<file path="src/rtl/bus_arb_pkg.sv">
// Shared encodings for the master-port arbiter: FSM state values and the
// read/write mode constants understood by the bus master device.
package bus_arb_pkg;

  typedef enum logic [1:0] {
    IDLE  = 2'b00,
    ISSUE = 2'b01,
    WAIT  = 2'b10,
    RESP  = 2'b11
  } state_t;

  localparam logic MODE_READ  = 1'b0;
  localparam logic MODE_WRITE = 1'b1;

endpackage

</file>
<file path="src/rtl/rr_picker.sv">
// Combinational round-robin priority encoder: searches req starting one past
// last_winner and returns the first set bit as one-hot plus its index.
module rr_picker #(
  parameter int NREQ = 4,
  parameter int IW   = (NREQ > 1) ? $clog2(NREQ) : 1
) (
  input  logic [NREQ-1:0] req,
  input  logic [IW-1:0]   last_winner,
  output logic [NREQ-1:0] winner,
  output logic [IW-1:0]   idx
);

  always_comb begin
    logic found;
    int   c;
    winner = '0;
    idx    = '0;
    found  = 1'b0;
    c      = 0;
    for (int off = 1; off <= NREQ; off++) begin
      c = int'(last_winner) + off;
      if (c >= NREQ) c = c - NREQ;
      if (!found && req[IW'(c)]) begin
        found             = 1'b1;
        winner[IW'(c)]    = 1'b1;
        idx               = IW'(c);
      end
    end
  end

endmodule

</file>
<file path="src/rtl/master_port_arbiter.sv">
// Round-robin sequencer sharing one bus master port among NREQ clients.
// Optional WAIT-state timeout with err flag is built when ARB_TIMEOUT_EN is defined.
module master_port_arbiter
  import bus_arb_pkg::*;
#(
  parameter int NREQ           = 4,
  parameter int ADDR_WIDTH     = 16,
  parameter int DATA_WIDTH     = 8,
  parameter int VALID_CYCLES   = 2,
  parameter int TIMEOUT_CYCLES = 1023
) (
  input  logic                       clk,
  input  logic                       rstn,
  input  logic [NREQ-1:0]            req,
  input  logic [NREQ-1:0]            req_rw,
  input  logic [NREQ*ADDR_WIDTH-1:0] req_addr,
  input  logic [NREQ*DATA_WIDTH-1:0] req_wdata,
  output logic [NREQ-1:0]            gnt,
  output logic [NREQ-1:0]            done,
  output logic [DATA_WIDTH-1:0]      rdata,
  output logic                       err,
  output logic                       busy,
  output logic [ADDR_WIDTH-1:0]      d1_addr,
  output logic [DATA_WIDTH-1:0]      d1_wdata,
  output logic                       d1_valid,
  output logic                       m1_rw_mode,
  input  logic [DATA_WIDTH-1:0]      d1_rdata,
  input  logic                       m1_ready
);

  localparam int IW = $clog2(NREQ);
  localparam int VW = $clog2(VALID_CYCLES + 1);

  state_t          state;
  logic [IW-1:0]   last_winner;
  logic [IW-1:0]   win_idx;
  logic [NREQ-1:0] pick;
  logic [IW-1:0]   pick_idx;
  logic [VW-1:0]   vcnt;

`ifdef ARB_TIMEOUT_EN
  localparam int TW = $clog2(TIMEOUT_CYCLES) + 1;
  logic [TW-1:0] tcnt;
`else
  assign err = 1'b0;
`endif

  rr_picker #(.NREQ(NREQ), .IW(IW)) u_picker (
    .req         (req),
    .last_winner (last_winner),
    .winner      (pick),
    .idx         (pick_idx)
  );

  always_ff @(posedge clk) begin
    if (!rstn) begin
      state       <= IDLE;
      gnt         <= '0;
      done        <= '0;
      rdata       <= '0;
      busy        <= 1'b0;
      d1_valid    <= 1'b0;
      d1_addr     <= '0;
      d1_wdata    <= '0;
      m1_rw_mode  <= MODE_READ;
      last_winner <= IW'(NREQ - 1);
      win_idx     <= '0;
      vcnt        <= '0;
`ifdef ARB_TIMEOUT_EN
      err         <= 1'b0;
      tcnt        <= '0;
`endif
    end else begin
      done <= '0;
      case (state)
        // Gate on m1_ready so a master still finishing an aborted transfer is never re-issued to.
        IDLE: begin
          if ((|req) && m1_ready) begin
            state      <= ISSUE;
            gnt        <= pick;
            win_idx    <= pick_idx;
            busy       <= 1'b1;
            d1_valid   <= 1'b1;
            vcnt       <= VW'(1);
            d1_addr    <= req_addr[pick_idx*ADDR_WIDTH +: ADDR_WIDTH];
            d1_wdata   <= req_wdata[pick_idx*DATA_WIDTH +: DATA_WIDTH];
            m1_rw_mode <= req_rw[pick_idx];
`ifdef ARB_TIMEOUT_EN
            err        <= 1'b0;
`endif
          end
        end
        ISSUE: begin
          if (vcnt == VW'(VALID_CYCLES)) begin
            d1_valid <= 1'b0;
            state    <= WAIT;
`ifdef ARB_TIMEOUT_EN
            tcnt     <= '0;
`endif
          end else begin
            vcnt <= vcnt + 1'b1;
          end
        end
        // The master drops m1_ready while valid is high, so the first ready seen here is completion.
        WAIT: begin
          if (m1_ready) begin
            if (m1_rw_mode == MODE_READ) rdata <= d1_rdata;
            done  <= gnt;
            state <= RESP;
          end
`ifdef ARB_TIMEOUT_EN
          else if (tcnt == TW'(TIMEOUT_CYCLES - 1)) begin
            err   <= 1'b1;
            done  <= gnt;
            state <= RESP;
          end else begin
            tcnt <= tcnt + 1'b1;
          end
`endif
        end
        RESP: begin
          gnt         <= '0;
          busy        <= 1'b0;
          last_winner <= win_idx;
          state       <= IDLE;
        end
        default: state <= IDLE;
      endcase
    end
  end

endmodule

</file>
<file path="config.mk">
export PLATFORM = sky130hd
export DESIGN_NAME = master_port_arbiter
export DESIGN_NICKNAME = d
export VERILOG_FILES = /design/src/rtl/bus_arb_pkg.sv /design/src/rtl/rr_picker.sv /design/src/rtl/master_port_arbiter.sv
export SDC_FILE = /design/constraint.sdc
export NUM_CORES = 1
export LEC_CHECK = 0
export CAP_MARGIN = 5
export CORE_MARGIN = 8
export CORE_UTILIZATION = 42
export DETAILED_ROUTE_END_ITERATION = 16
export PLACE_DENSITY = 0.81
export RECOVER_POWER = 25
export SLEW_MARGIN = 40
export SYNTH_ARGS = -nofsm -noshare
export SYNTH_HDL_FRONTEND = slang
export SYNTH_SLANG_ARGS = --single-unit
</file>
<file path="constraint.sdc">
create_clock -name clk -period 3.88 [get_ports clk]
set_input_delay 0.776 -clock clk [delete_from_list [all_inputs] [get_ports clk]]
set_output_delay 0.776 -clock clk [all_outputs]
set_load 0.005 [all_outputs]
</file>
==> results of run 1 <==
==> registers in the layout (all words and copies together) (netlist names), 2 cells and up <==
signal       count
gnt              4
d1_addr         16
vcnt             2
win_idx          2
state            2
rdata            8
done             4
d1_wdata         8
last_winner      2
==> worst min path at each step <==
| stage | startpoint | cells past startpoint | slack, ns | end |
|---|---|---|---|---|
| global route | d1_wdata[5]$_SDFFE_PN0P_ | 2 | 0.48 | d1_wdata[5]$_SDFFE_PN0P_ |
| finish | d1_addr[13]$_SDFFE_PN0P_ | 2 | 0.46 | d1_addr[13]$_SDFFE_PN0P_ |
| global placement | d1_addr[1]$_SDFFE_PN0P_ | 2 | 0.44 | d1_addr[1]$_SDFFE_PN0P_ |
| floorplan | win_idx[0]$_SDFFE_PN0P_ | 2 | 0.44 | last_winner[0]$_SDFFE_PN1P_ |
| detailed placement | d1_addr[13]$_SDFFE_PN0P_ | 2 | 0.45 | d1_addr[13]$_SDFFE_PN0P_ |
| CTS | d1_addr[13]$_SDFFE_PN0P_ | 2 | 0.47 | d1_addr[13]$_SDFFE_PN0P_ |
==> synth_stat cells (all sizes together), types with 2 or more instances <==
library cell	number	share of area [%]
a211oi	50	14
a21oi	3	0.43
a22oi	5	1.1
a31oi	2	0.36
a32o	2	0.58
a32oi	2	1.0
and2	6	1.1
and3	52	9.4
buf	13	2.8
clkbuf	20	2.2
dfxtp	51	29
ha	14	5.0
inv	9	0.97
mux2	2	0.65
mux2i	13	3.7
mux4	4	2.6
nand2	41	4.4
nand2b	3	0.54
nand3	5	0.72
nor2	12	1.5
nor2b	17	3.3
o211ai	5	1.2
o21ai	9	1.3
o31ai	26	8.9
o41ai	2	0.72
==> metal layers <==
metal | vias to the layer above | GRT usage [%]
li1 | 1697 | -
met1 | 1634 | 20.3
met2 | 155 | 33.8
met3 | 12 | 9.90
met4 | 0 | 4.02
met5 | - | 0
==> cells by family (layout without fill, tap and decap cells) <==
family	after synthesis	after routing	share of synthesized area [%]
other	1	1	0.108
AND/OR/NAND/NOR	138	138	21.3
adder cells (fa/ha/maj)	14	14	5.04
multiplexers	19	19	6.99
flip-flops	51	51	29.4
AO/OA/AOI/OAI	114	114	31.2
buffers and inverters	42	185	5.98
==> critical path: stages, from the launching register on <==
cell and delay, ns:
dfxtp_1 0.63, inv_1 0.25, ha_1 0.53, mux4_2 0.38, nor2b_1 0.43, nand2_1 0.25
a32o_4 0.50, a211oi_1 0.29, o31ai_1 0.12
==> area by class of cell <==
type	instances	area share, %
Multi-Input combinational cell	286	43.4
Timing Repair Buffer	168	32.1
Sequential cell	51	19.4
Tap cell	105	2.50
Clock buffer	6	1.57
Inverter	9	0.643
Clock inverter	2	0.310
==> stage by stage <==
stage          cells  setup slack [ns]  hold slack [ns]  instance area [um^2]  util (%)
6_report         627             0.377            0.464                  5250      64.6
5_1_grt          627             0.246            0.484                  5250      64.6
4_1_cts          627             0.289            0.470                  5250      64.5
3_5_place_dp     619             0.202            0.447                  5150      63.3
3_3_place_gp     619             0.321            0.438                  5150      63.3
2_1_floorplan    379             0.934            0.444                  3470         -
==> power breakdown <==
part           internal [uW]  switching (uW)  leakage (uW)
Sequential               658            87.0      0.000417
Clock                    146             189     0.0000474
Combinational            728             789       0.00165
==> cell usage in the layout, fill, tap and decap left out, types with 2 or more instances in the layout <==
cell / n
clkdlybuf4s50_1: 139
mux2i_1: 13
ha_1: 14
buf_4: 7
nor2_1: 11
dfxtp_1: 51
o31ai_1: 5
nand3_1: 5
and2_1: 3
nand2_1: 40
o21ai_0: 5
a211oi_1: 31
and3_1: 52
o31ai_2: 20
nand2b_1: 3
and2_0: 3
clkbuf_8: 6
o211ai_1: 4
o21ai_1: 3
buf_12: 3
inv_1: 9
dlygate4sd3_1: 18
a22oi_1: 5
a21oi_1: 3
a31oi_1: 2
mux2_2: 2
mux4_2: 4
nor2b_1: 15
a211oi_2: 19
==> Flow_metrics.wiki, run 1 <==
{| class="wikitable"
! Metric !! Value
|-
| Clock-pin slew of the registers on the worst-case setup and hold paths || 0.10 ns
|-
| Critical path launch point type || flip-flop
|-
| Number of max-cap violations || 0
|-
| Number of core rows || 33
|-
| Via count of the first global-routing pass || 3674
|-
| # Post-CTS Setup Buffers || 0
|-
| Highest clock rate || 285 MHz
|-
| Largest net degree at the start of global routing || 36
|-
| Post-Route Setup TNS || 0 ns
|-
| Top Layer Used || met4
|-
| Antenna violations before repair || 0
|-
| Startpoint of the worst-slack reg-to-reg timing path || last_winner[1]$_SDFFE_PN1P_
|-
| Number of cells produced by synthesis || 379
|-
| Fin Clk Skew || a little under 0.007 ns
|-
| Worst slew margin || 39.4%
|-
| IO buf count || 157
|-
| Cell count of the worst reg-to-reg path || 8
|-
| Synth Cell Area || 3470 um^2
|-
| Starting density of the core || 42.7%
|-
| Net count reported at finish || 650
|-
| Largest buffer count on any clock path || 2
|-
| Average wire per cell in the routed design || 18.4 um
|-
| Total CTS buffers || 5
|-
| CP required || 4.07 ns
|-
| Core area || 8130 um^2
|-
| Area taken by flip-flops and latches || 1020 um^2
|-
| Count of yosys warnings during synthesis || 0
|-
| Overall fraction of global-route tracks in use || 19.3%
|-
| Clock sink count || 51
|-
| First-pass iteration count of the detailed router || 4
|-
| Portion of the post-synthesis area used by sequential elements || between 20 and 30%
|-
| WP data arrival || 3.69 ns
|-
| Layout overhead on the synthesized area || 51.3%
|-
| Final period util || 90.3%
|-
| Power Density || 494 nW/um^2
|-
| Number of distinct library cells after synthesis || 47
|-
| Share of layout cells above drive strength 1 || 14.2%
|-
| Antenna-violating nets left || 0
|-
| Routed wl met3 || 1310 um
|-
| Avg Inst Size Synth || 9.16 um^2
|-
| Count of state elements after synthesis || 51
|-
| Max Slew Vio Count || 0
|-
| First-pass GRT wire length || about 18000 um
|-
| Starting DRC count in detailed routing || 122
|-
| Overall via count from detail_route || 3498
|-
| Hold Fails Final Rpt || 0
|-
| Pin slew with the least headroom to its limit || 0.910 ns
|-
| RSZ-0062 raised after global routing || false
|-
| Total of endpoints with negative setup slack in the final report || 0
|-
| Run status || finished clean
|-
| Critical Path Sink Type || flip-flop
|-
| Worst Path Class, Setup || reg2reg
|-
| Post-Synthesis Net Count || between 500 and 600
|-
| Later-pin clock latency in the skew report || 0.31 ns
|-
| Average via count per standard cell || 5.58
|-
| Max H-tree Level || 2
|-
| Sum of net half-perimeters after detailed placement || 8970 um
|-
| CTS tree || built
|-
| Leading register cell type out of synthesis || dfxtp_1
|-
| Total chip power || 2600 uW
|-
| Worst r2r dst || d1_addr[0]$_SDFFE_PN0P_
|-
| Met2 Wirelength || 5680 um
|-
| Number of hold buffers added after cts || 0
|-
| Wl on met1 || 4410 um
|-
| Y dimension of the die || 107 um
|-
| DRC violation count after routing || 0
|-
| Final Wtd Congestion || 0.885
|-
| Highest net fanout along the worst path || 26
|-
| Total Wirelength || 11500 um
|-
| Critical Path End || d1_addr[0]$_SDFFE_PN0P_
|-
| Period minus WS final || 3.50 ns
|-
| Ant. Diodes || 0
|-
| Launch point of the worst path || last_winner[1]$_SDFFE_PN1P_
|-
| Worst VDD drop || 0.235 mV
|-
| R2R Setup Slk || 0.38 ns
|-
| Horizontal extent of the die || 107 um
|-
| Count of flip-flops with a built-in enable after synthesis || 0
|-
| Asr flop ratio synth || 0%
|-
| I/O pin count || 159
|-
| Resize count post-CTS || 0
|-
| Area of the multi-input gates || 2280 um^2
|-
| Global route overflow || 0
|-
| Filler Cell Count || 690
|-
| Leakage Power || 0.00212 uW
|-
| Clk root buf || clkbuf_8
|-
| Kind of path behind the tightest hold check || reg2reg
|-
| Die footprint || 11400 um^2
|}
(Power assumes the default switching activity.)
==> run 2, diff against run 1 <==
--- a/config.mk
+++ b/config.mk
@@ -7,11 +7,11 @@
 export LEC_CHECK = 0
 export CAP_MARGIN = 5
 export CORE_MARGIN = 8
-export CORE_UTILIZATION = 42
+export CORE_UTILIZATION = 41
 export DETAILED_ROUTE_END_ITERATION = 16
 export PLACE_DENSITY = 0.81
 export RECOVER_POWER = 25
-export SLEW_MARGIN = 40
 export SYNTH_ARGS = -nofsm -noshare
 export SYNTH_HDL_FRONTEND = slang
+export SYNTH_HIERARCHICAL = 1
 export SYNTH_SLANG_ARGS = --single-unit
==> run 2 against run 1 <==
- the run now ends with capacitance limit, slew limit left
- via count is 12% lower
- hold slack worse by 0.012 ns
- first-iteration DRC count rose by 0.82%
- routed wire length fell by 13%
- critical path type is now in2reg
==> Flow_metrics.wiki, run 2 <==
{| class="wikitable"
! Metric !! Value
|-
| Run status || finished with violations
|-
| Failing checks || capacitance limit, slew limit
|-
| Post-Synthesis Net Count || 467
|-
| Antenna violations before repair || 0
|-
| Y dimension of the die || 105 um
|-
| I/O pin count || 159
|-
| Count of flip-flops with a built-in enable after synthesis || 0
|-
| Starting DRC count in detailed routing || 123
|-
| Internal cell power || approximately 1300 uW
|-
| Clock-pin slew of the registers on the worst-case setup and hold paths || 0.09 ns
|-
| CP required || around 4 ns
|-
| Net count reported at finish || 611
|-
| Clk root buf || clkbuf_8
|-
| Critical path launch point type || input pin
|-
| First-pass iteration count of the detailed router || 4
|-
| Final period util || 84.4%
|-
| Horizontal extent of the die || 105 um
|-
| Placed Instance Area || 4870 um^2
|-
| Hold Fails Final Rpt || 0
|-
| Fin Clk Skew || between 0.01 and 0.015 ns
|-
| Critical Path Sink Type || flip-flop
|-
| Average wire per cell in the routed design || around 17 um
|-
| First-pass GRT wire length || 16100 um
|-
| Sum of net half-perimeters after detailed placement || 8030 um
|-
| Number of max-cap violations || 1
|-
| Top Registers || d1_addr (16), d1_wdata (8), rdata (8)
|-
| Leading register cell type out of synthesis || dfxtp_1
|-
| Largest reg by FF count || d1_addr
|-
| Max Slew Vio Count || slightly above 50
|-
| Antenna-violating nets left || 0
|-
| Avg Inst Size Synth || 9.55 um^2
|-
| Count of yosys warnings during synthesis || 6
|-
| Most frequent standard cell in the layout excluding fill and tap cells || clkdlybuf4s50_1
|-
| Source of the worst hold timing path || d1_addr[14]$_SDFFE_PN0P_
|-
| Worst VDD drop || approximately 0.17 mV
|-
| Cell count of the worst reg-to-reg path || 10
|-
| Later-pin clock latency in the skew report || 0.30 ns
|-
| Most common library cells after synthesis || nand2_1 (66), dfxtp_1 (51), nand3_1 (30)
|-
| Worst r2r dst || d1_addr[9]$_SDFFE_PN0P_
|-
| Number of core rows || 32
|-
| Total Wirelength || about 10000 um
|-
| Most numerous cell in the Yosys netlist || nand2_1
|-
| Total of endpoints with negative setup slack in the final report || 0
|-
| Synth top area cells || dfxtp_1 (32%), mux4_2 (19%), nand2_1 (7.7%), ha_1 (5.4%), mux2i_1 (4.7%)
|-
| Leakage Power || 0.00200 uW
|-
| DRC violation count after routing || 0
|-
| Clock sink count || 51
|-
| Resize count post-CTS || 0
|-
| Endpoint of the worst hold path || d1_addr[14]$_SDFFE_PN0P_
|-
| Proportion of netlist area held by the largest area contributor || 31.6%
|-
| Starting density of the core || 42.0%
|-
| Number of distinct library cells after synthesis || slightly below 50
|-
| Highest clock rate || just over 300 MHz
|-
| Total CTS buffers || 5
|-
| Highest net fanout along the worst path || 16
|-
| Global route overflow || 0
|-
| Period minus WS final || between 3 and 4 ns
|-
| Post-Route Setup TNS || 0 ns
|-
| Synth Cell Area || 3230 um^2
|-
| R2R Setup Slk || 0.99 ns
|-
| WHS Path Cells || 2
|-
| CTS tree || built
|-
| Leading area contributor after synthesis || dfxtp_1
|-
| RSZ-0062 raised after global routing || false
|-
| Largest buffer count on any clock path || 2
|-
| Kind of path behind the tightest hold check || reg2reg
|-
| Combinational share of power || 50.0%
|-
| Final Wtd Congestion || 0.818
|-
| Share of layout cells above drive strength 1 || 11.0%
|-
| Asr flop ratio synth || 0%
|-
| # Post-CTS Setup Buffers || 0
|-
| Via count of the first global-routing pass || 3287
|-
| Die footprint || 11000 um^2
|-
| Largest net degree at the start of global routing || 51
|-
| Portion of total power attributed to the clock network || 15.0%
|-
| Overall via count from detail_route || 3076
|-
| Startpoint of the worst-slack reg-to-reg timing path || last_winner[0]$_SDFFE_PN1P_
|-
| Design area || 4950 um^2
|-
| Average via count per standard cell || 5.26
|-
| WP data arrival || 3.47 ns
|-
| Max reg flops || 16
|-
| Total net switching power || about 670 uW
|-
| Pin slew with the least headroom to its limit || 1.97 ns
|-
| Count of state elements after synthesis || 51
|-
| Number of cells produced by synthesis || 338
|-
| Worst Path Class, Setup || in2reg
|-
| Number of hold buffers added after cts || 0
|-
| Min Hold Slack || 0.453 ns
|-
| Portion of the post-synthesis area used by sequential elements || 31.6%
|-
| Overall fraction of global-route tracks in use || 17.8%
|-
| Ant. Diodes || 0
|-
| Layout overhead on the synthesized area || 53.4%
|-
| Most frequent cells in the layout || clkdlybuf4s50_1 (139), nand2_1 (66), dfxtp_1 (51), nand3_1 (30), mux4_2 (27)
|-
| IO buf count || 157
|-
| Switching Fraction || 34.0%
|-
| Power Density || 399 nW/um^2
|-
| Worst slew margin || -31.3%
|-
| Part of the total power dissipated in sequential elements || between 30% and 40%
|-
| Max H-tree Level || 2
|-
| Core area || 7690 um^2
|}
==> run 2: cell types whose count changed after synthesis, moves of 7 or more <==
cell      delta
and3_1      -50
a211oi_1    -30
nand2_1     +25
nand3_1     +25
mux4_2      +23
o31ai_2     -20
a211oi_2    -18
a21boi_0     +7
==> run 2: critical path, cell delays in order <==
cell,delay (ns)
clkdlybuf4s50_1,0.62
mux2_2,0.40
a2bb2oi_1,0.16
o221ai_1,0.17
a221oi_4,0.30
buf_4,0.34
mux4_2,0.54
nand2_1,0.09
nand2_1,0.07
==> run 2: layout make-up <==
| cell class | instances | area, um^2 |
|---|---|---|
| Clock buffer | 7 | 76.3 |
| Clock inverter | 1 | 5.00 |
| Fill cell | 655 | 2740 |
| Inverter | 7 | 26.3 |
| Multi-Input combinational cell | 251 | 2070 |
| Sequential cell | 51 | 1020 |
| Tap cell | 102 | 128 |
| Timing Repair Buffer | 166 | 1630 |
==> run 2: power groups by stage <==
| stage | registers (uW) | logic (uW) | clock network [uW] |
|---|---|---|---|
| 2_1_floorplan | 704 | 583 | 0 |
| 3_3_place_gp | 697 | 976 | 0 |
| 3_5_place_dp | 702 | 1000 | 0 |
| 4_1_cts | 691 | 1000 | 311 |
| 5_1_grt | 703 | 1080 | 326 |
| 6_report | 690 | 987 | 295 |
==> run 2: worst max path at each step <==
stage                                           start                       end  depth (start not counted)  slack [ns]
after global placement                         req[0]  d1_addr[14]$_SDFFE_PN0P_                          9        0.39
after floorplan           last_winner[0]$_SDFFE_PN1P_   d1_addr[2]$_SDFFE_PN0P_                         11        0.53
after global routing                           req[0]   d1_addr[3]$_SDFFE_PN0P_                          9        0.42
after detailed placement                       req[0]   d1_addr[4]$_SDFFE_PN0P_                          9        0.27
final                                          req[0]   d1_addr[9]$_SDFFE_PN0P_                          9        0.61
after CTS                                      req[0]   d1_addr[4]$_SDFFE_PN0P_                          9        0.61
==> run 2: per-layer routing <==
layer	global-route usage (%)	vias to the layer above	wire, um
met5	0	-	0
met4	4.38	0	150
met3	8.91	12	1060
met2	32.4	113	5050
met1	17.5	1450	3730
li1	-	1501	-
==> run 2: kinds of logic after synthesis <==
family / share of synthesized area, %
DFF: 31.6
and+or+nand+nor: 21.7
muxes: 24.2
buffers and inverters: 5.04
adders and majority gates: 5.43
other: 0.116
AOI/OAI and AO/OA: 11.9
==> run 2: metrics by stage <==
step / utilization, % / cells / power, uW / worst slack (ns)
floorplan: - / 338 / 1290 / 0.533
global placement: 63.4 / 577 / 1670 / 0.393
detailed placement: 63.4 / 577 / 1700 / 0.272
CTS: 64.5 / 585 / 2000 / 0.606
global route: 64.4 / 585 / 2110 / 0.418
finish: 64.4 / 585 / 1970 / 0.606
==> run 3, diff against run 2 <==
==> constraint.sdc (replaced) <==
create_clock -name clk -period 3.1 [get_ports clk]
set_input_delay 0.62 -clock clk [delete_from_list [all_inputs] [get_ports clk]]
set_output_delay 0.62 -clock clk [all_outputs]
set_load 0.005 [all_outputs]
==> run 3 against run 2 <==
- final cell count is 1.2% higher
- utilization is 1.6 points higher
- the flow now finishes without violations
- die area stayed put
- combinational power is 30% higher
- first-iteration DRC count is 22% lower
- power is 33% higher
- critical endpoint is now d1_wdata[1]$_SDFFE_PN0P_
- sequential share of layout area is 0.46 points lower
==> Flow_metrics.wiki, run 3 (synthesis gave the netlist of run 2 again) <==
{| class="wikitable"
! Metric !! Value
|-
| Min Hold Slack || between 0.4 and 0.5 ns
|-
| Starting density of the core || 42.0%
|-
| Part of the total power dissipated in sequential elements || 33.1%
|-
| Post-Route Setup TNS || 0 ns
|-
| Die footprint || 11000 um^2
|-
| WP data arrival || 3.07 ns
|-
| Total net switching power || 854 uW
|-
| Max Slew Vio Count || 0
|-
| Average via count per standard cell || about 5.3
|-
| Ant. Diodes || 0
|-
| Internal cell power || 1760 uW
|-
| Layout overhead on the synthesized area || 57.1%
|-
| Overall fraction of global-route tracks in use || 17.7%
|-
| Pin slew with the least headroom to its limit || 0.967 ns
|-
| Largest buffer count on any clock path || 2
|-
| First-pass iteration count of the detailed router || 4
|-
| Starting DRC count in detailed routing || 96
|-
| Number of max-cap violations || 0
|-
| Sum of net half-perimeters after detailed placement || 8070 um
|-
| Setup slack after placement || around 0.0030 ns
|-
| Later-pin clock latency in the skew report || 0.31 ns
|-
| RSZ-0062 raised after global routing || false
|-
| Largest net degree at the start of global routing || just over 50
|-
| Worst VDD drop || slightly above 0.2 mV
|-
| Number of core rows || 32
|-
| Fin Clk Skew || 0.0157 ns
|-
| Filler Cell Count || 611
|-
| Total of endpoints with negative setup slack in the final report || 0
|-
| Leakage Power || 0.00206 uW
|-
| Top Registers || d1_addr (16), d1_wdata (8), rdata (8)
|-
| Final setup margin || 0.229 ns
|-
| Total Wirelength || 10100 um
|-
| Net count reported at finish || 618
|-
| I/O pin count || 159
|-
| Most frequent standard cell in the layout excluding fill and tap cells || clkdlybuf4s50_1
|-
| Antenna violations before repair || 0
|-
| CTS tree || built
|-
| Worst slew margin || 35.5%
|-
| Average wire per cell in the routed design || roughly 17 um
|-
| Number of hold buffers added after cts || 0
|-
| Resize count post-CTS || 0
|-
| Core area || 7690 um^2
|-
| Most repeated library cell on the critical path || nand2_1
|-
| Critical path's largest stage delay || 0.54 ns
|-
| Switching Fraction || 32.6%
|-
| CP required || about 3.3 ns
|-
| Clock-pin slew of the registers on the worst-case setup and hold paths || 0.09 ns
|-
| Critical path launch point type || flip-flop
|-
| Run status || finished clean
|-
| Largest reg by FF count || d1_addr
|-
| Design area || 5070 um^2
|-
| Antenna-violating nets left || 0
|-
| Share of layout cells above drive strength 1 || 13.3%
|-
| Placed Instance Area || around 5000 um^2
|-
| Power Density || 516 nW/um^2
|-
| Y dimension of the die || 105 um
|-
| Most frequent cells in the layout || clkdlybuf4s50_1 (138), nand2_1 (66), dfxtp_1 (50), nand3_1 (30), mux4_2 (27)
|-
| Highest net fanout along the worst path || 26
|-
| Max reg flops || 16
|-
| List of cells traversed by the critical path || inv_1, ha_1, mux2_2, a2bb2oi_1, o221ai_1, a221oi_4, buf_12, mux4_2, nand2_1, nand2_1
|-
| Worst Path Class, Setup || reg2reg
|-
| # Post-CTS Setup Buffers || 0
|-
| Overall via count from detail_route || 3124
|-
| Global route overflow || 0
|-
| First-pass GRT wire length || 16100 um
|-
| Final Wtd Congestion || 0.822
|-
| Library cell contributing the largest single delay on the critical path || mux4_2
|-
| Combinational share of power || 48.7%
|-
| Period minus WS final || 2.87 ns
|-
| Clock sink count || between 50 and 60
|-
| Final period util || 92.6%
|-
| Hold Fails Final Rpt || 0
|-
| Highest clock rate || 348 MHz
|-
| Kind of path behind the tightest hold check || reg2reg
|-
| Portion of total power attributed to the clock network || 18.2%
|-
| IO buf count || about 160
|-
| Clk root buf || clkbuf_8
|-
| Max H-tree Level || 2
|-
| DRC violation count after routing || 0
|-
| Total CTS buffers || 5
|-
| Critical Path Sink Type || flip-flop
|-
| Via count of the first global-routing pass || 3272
|-
| Horizontal extent of the die || 105 um
|}
## run 3: changes by cell type in the layout (fill, tap and decap cells not counted), moves of 2 or more
cell,delta
and2_1,-2
and2_0,+2
buf_4,+6
buf_12,+2
clkbuf_1,-4
## run 3: layer usage
metal / vias up / wire [um] / global-route usage, %
met5: - / 0 / 0
met4: 0 / 75 / 3.98
met3: 9 / 1110 / 8.78
met2: 137 / 5190 / 31.6
met1: 1465 / 3710 / 18.2
li1: 1513 / - / -
## run 3: critical path: cells and delay by family, from the launching register on
kind / cells / cell delay [ns]
buffers and inverters: 2 / 0.37
DFF: 1 / 0.34
adders and majority gates: 1 / 0.32
AOI/OAI and AO/OA: 3 / 0.66
and+or+nand+nor: 2 / 0.15
muxes: 2 / 0.90
## run 3: final timing paths
path | to | start | slack (ns) | cells past startpoint
worst max-delay path | d1_wdata[1]$_SDFFE_PN0P_ | last_winner[1]$_SDFFE_PN1P_ | 0.23 | 10
worst min-delay path | d1_wdata[1]$_SDFFE_PN0P_ | d1_wdata[1]$_SDFFE_PN0P_ | 0.46 | 2
worst max register to register | d1_wdata[1]$_SDFFE_PN0P_ | last_winner[1]$_SDFFE_PN1P_ | 0.23 | 10
worst min register to register | d1_wdata[1]$_SDFFE_PN0P_ | d1_wdata[1]$_SDFFE_PN0P_ | 0.46 | 2
## run 3: metrics by stage
stage | total power [uW] | util, % | std cells
floorplan | 1620 | - | 338
global placement | 2130 | 64.4 | 584
detailed placement | 2170 | 64.4 | 584
CTS | 2660 | 66.0 | 592
global route | 2790 | 66.0 | 592
finish | 2620 | 66.0 | 592
## run 3: layout make-up
class / instances / area [um^2] / area share [%]
Multi-Input combinational cell: 251 / 2070 / 40.7
Timing Repair Buffer: 173 / 1710 / 33.8
Sequential cell: 51 / 1020 / 20.2
Tap cell: 102 / 128 / 2.52
Clock buffer: 6 / 82.6 / 1.63
Clock inverter: 2 / 35.0 / 0.691
Inverter: 7 / 26.3 / 0.518
## run 3: power by group through the flow
| stage | sequential (uW) | combinational, uW | clock (uW) |
|---|---|---|---|
| final | 866 | 1280 | 477 |
| after global routing | 884 | 1390 | 514 |
| after CTS | 866 | 1300 | 492 |
| after detailed placement | 879 | 1290 | 0 |
| after global placement | 874 | 1260 | 0 |
| after floorplan | 882 | 737 | 0 |
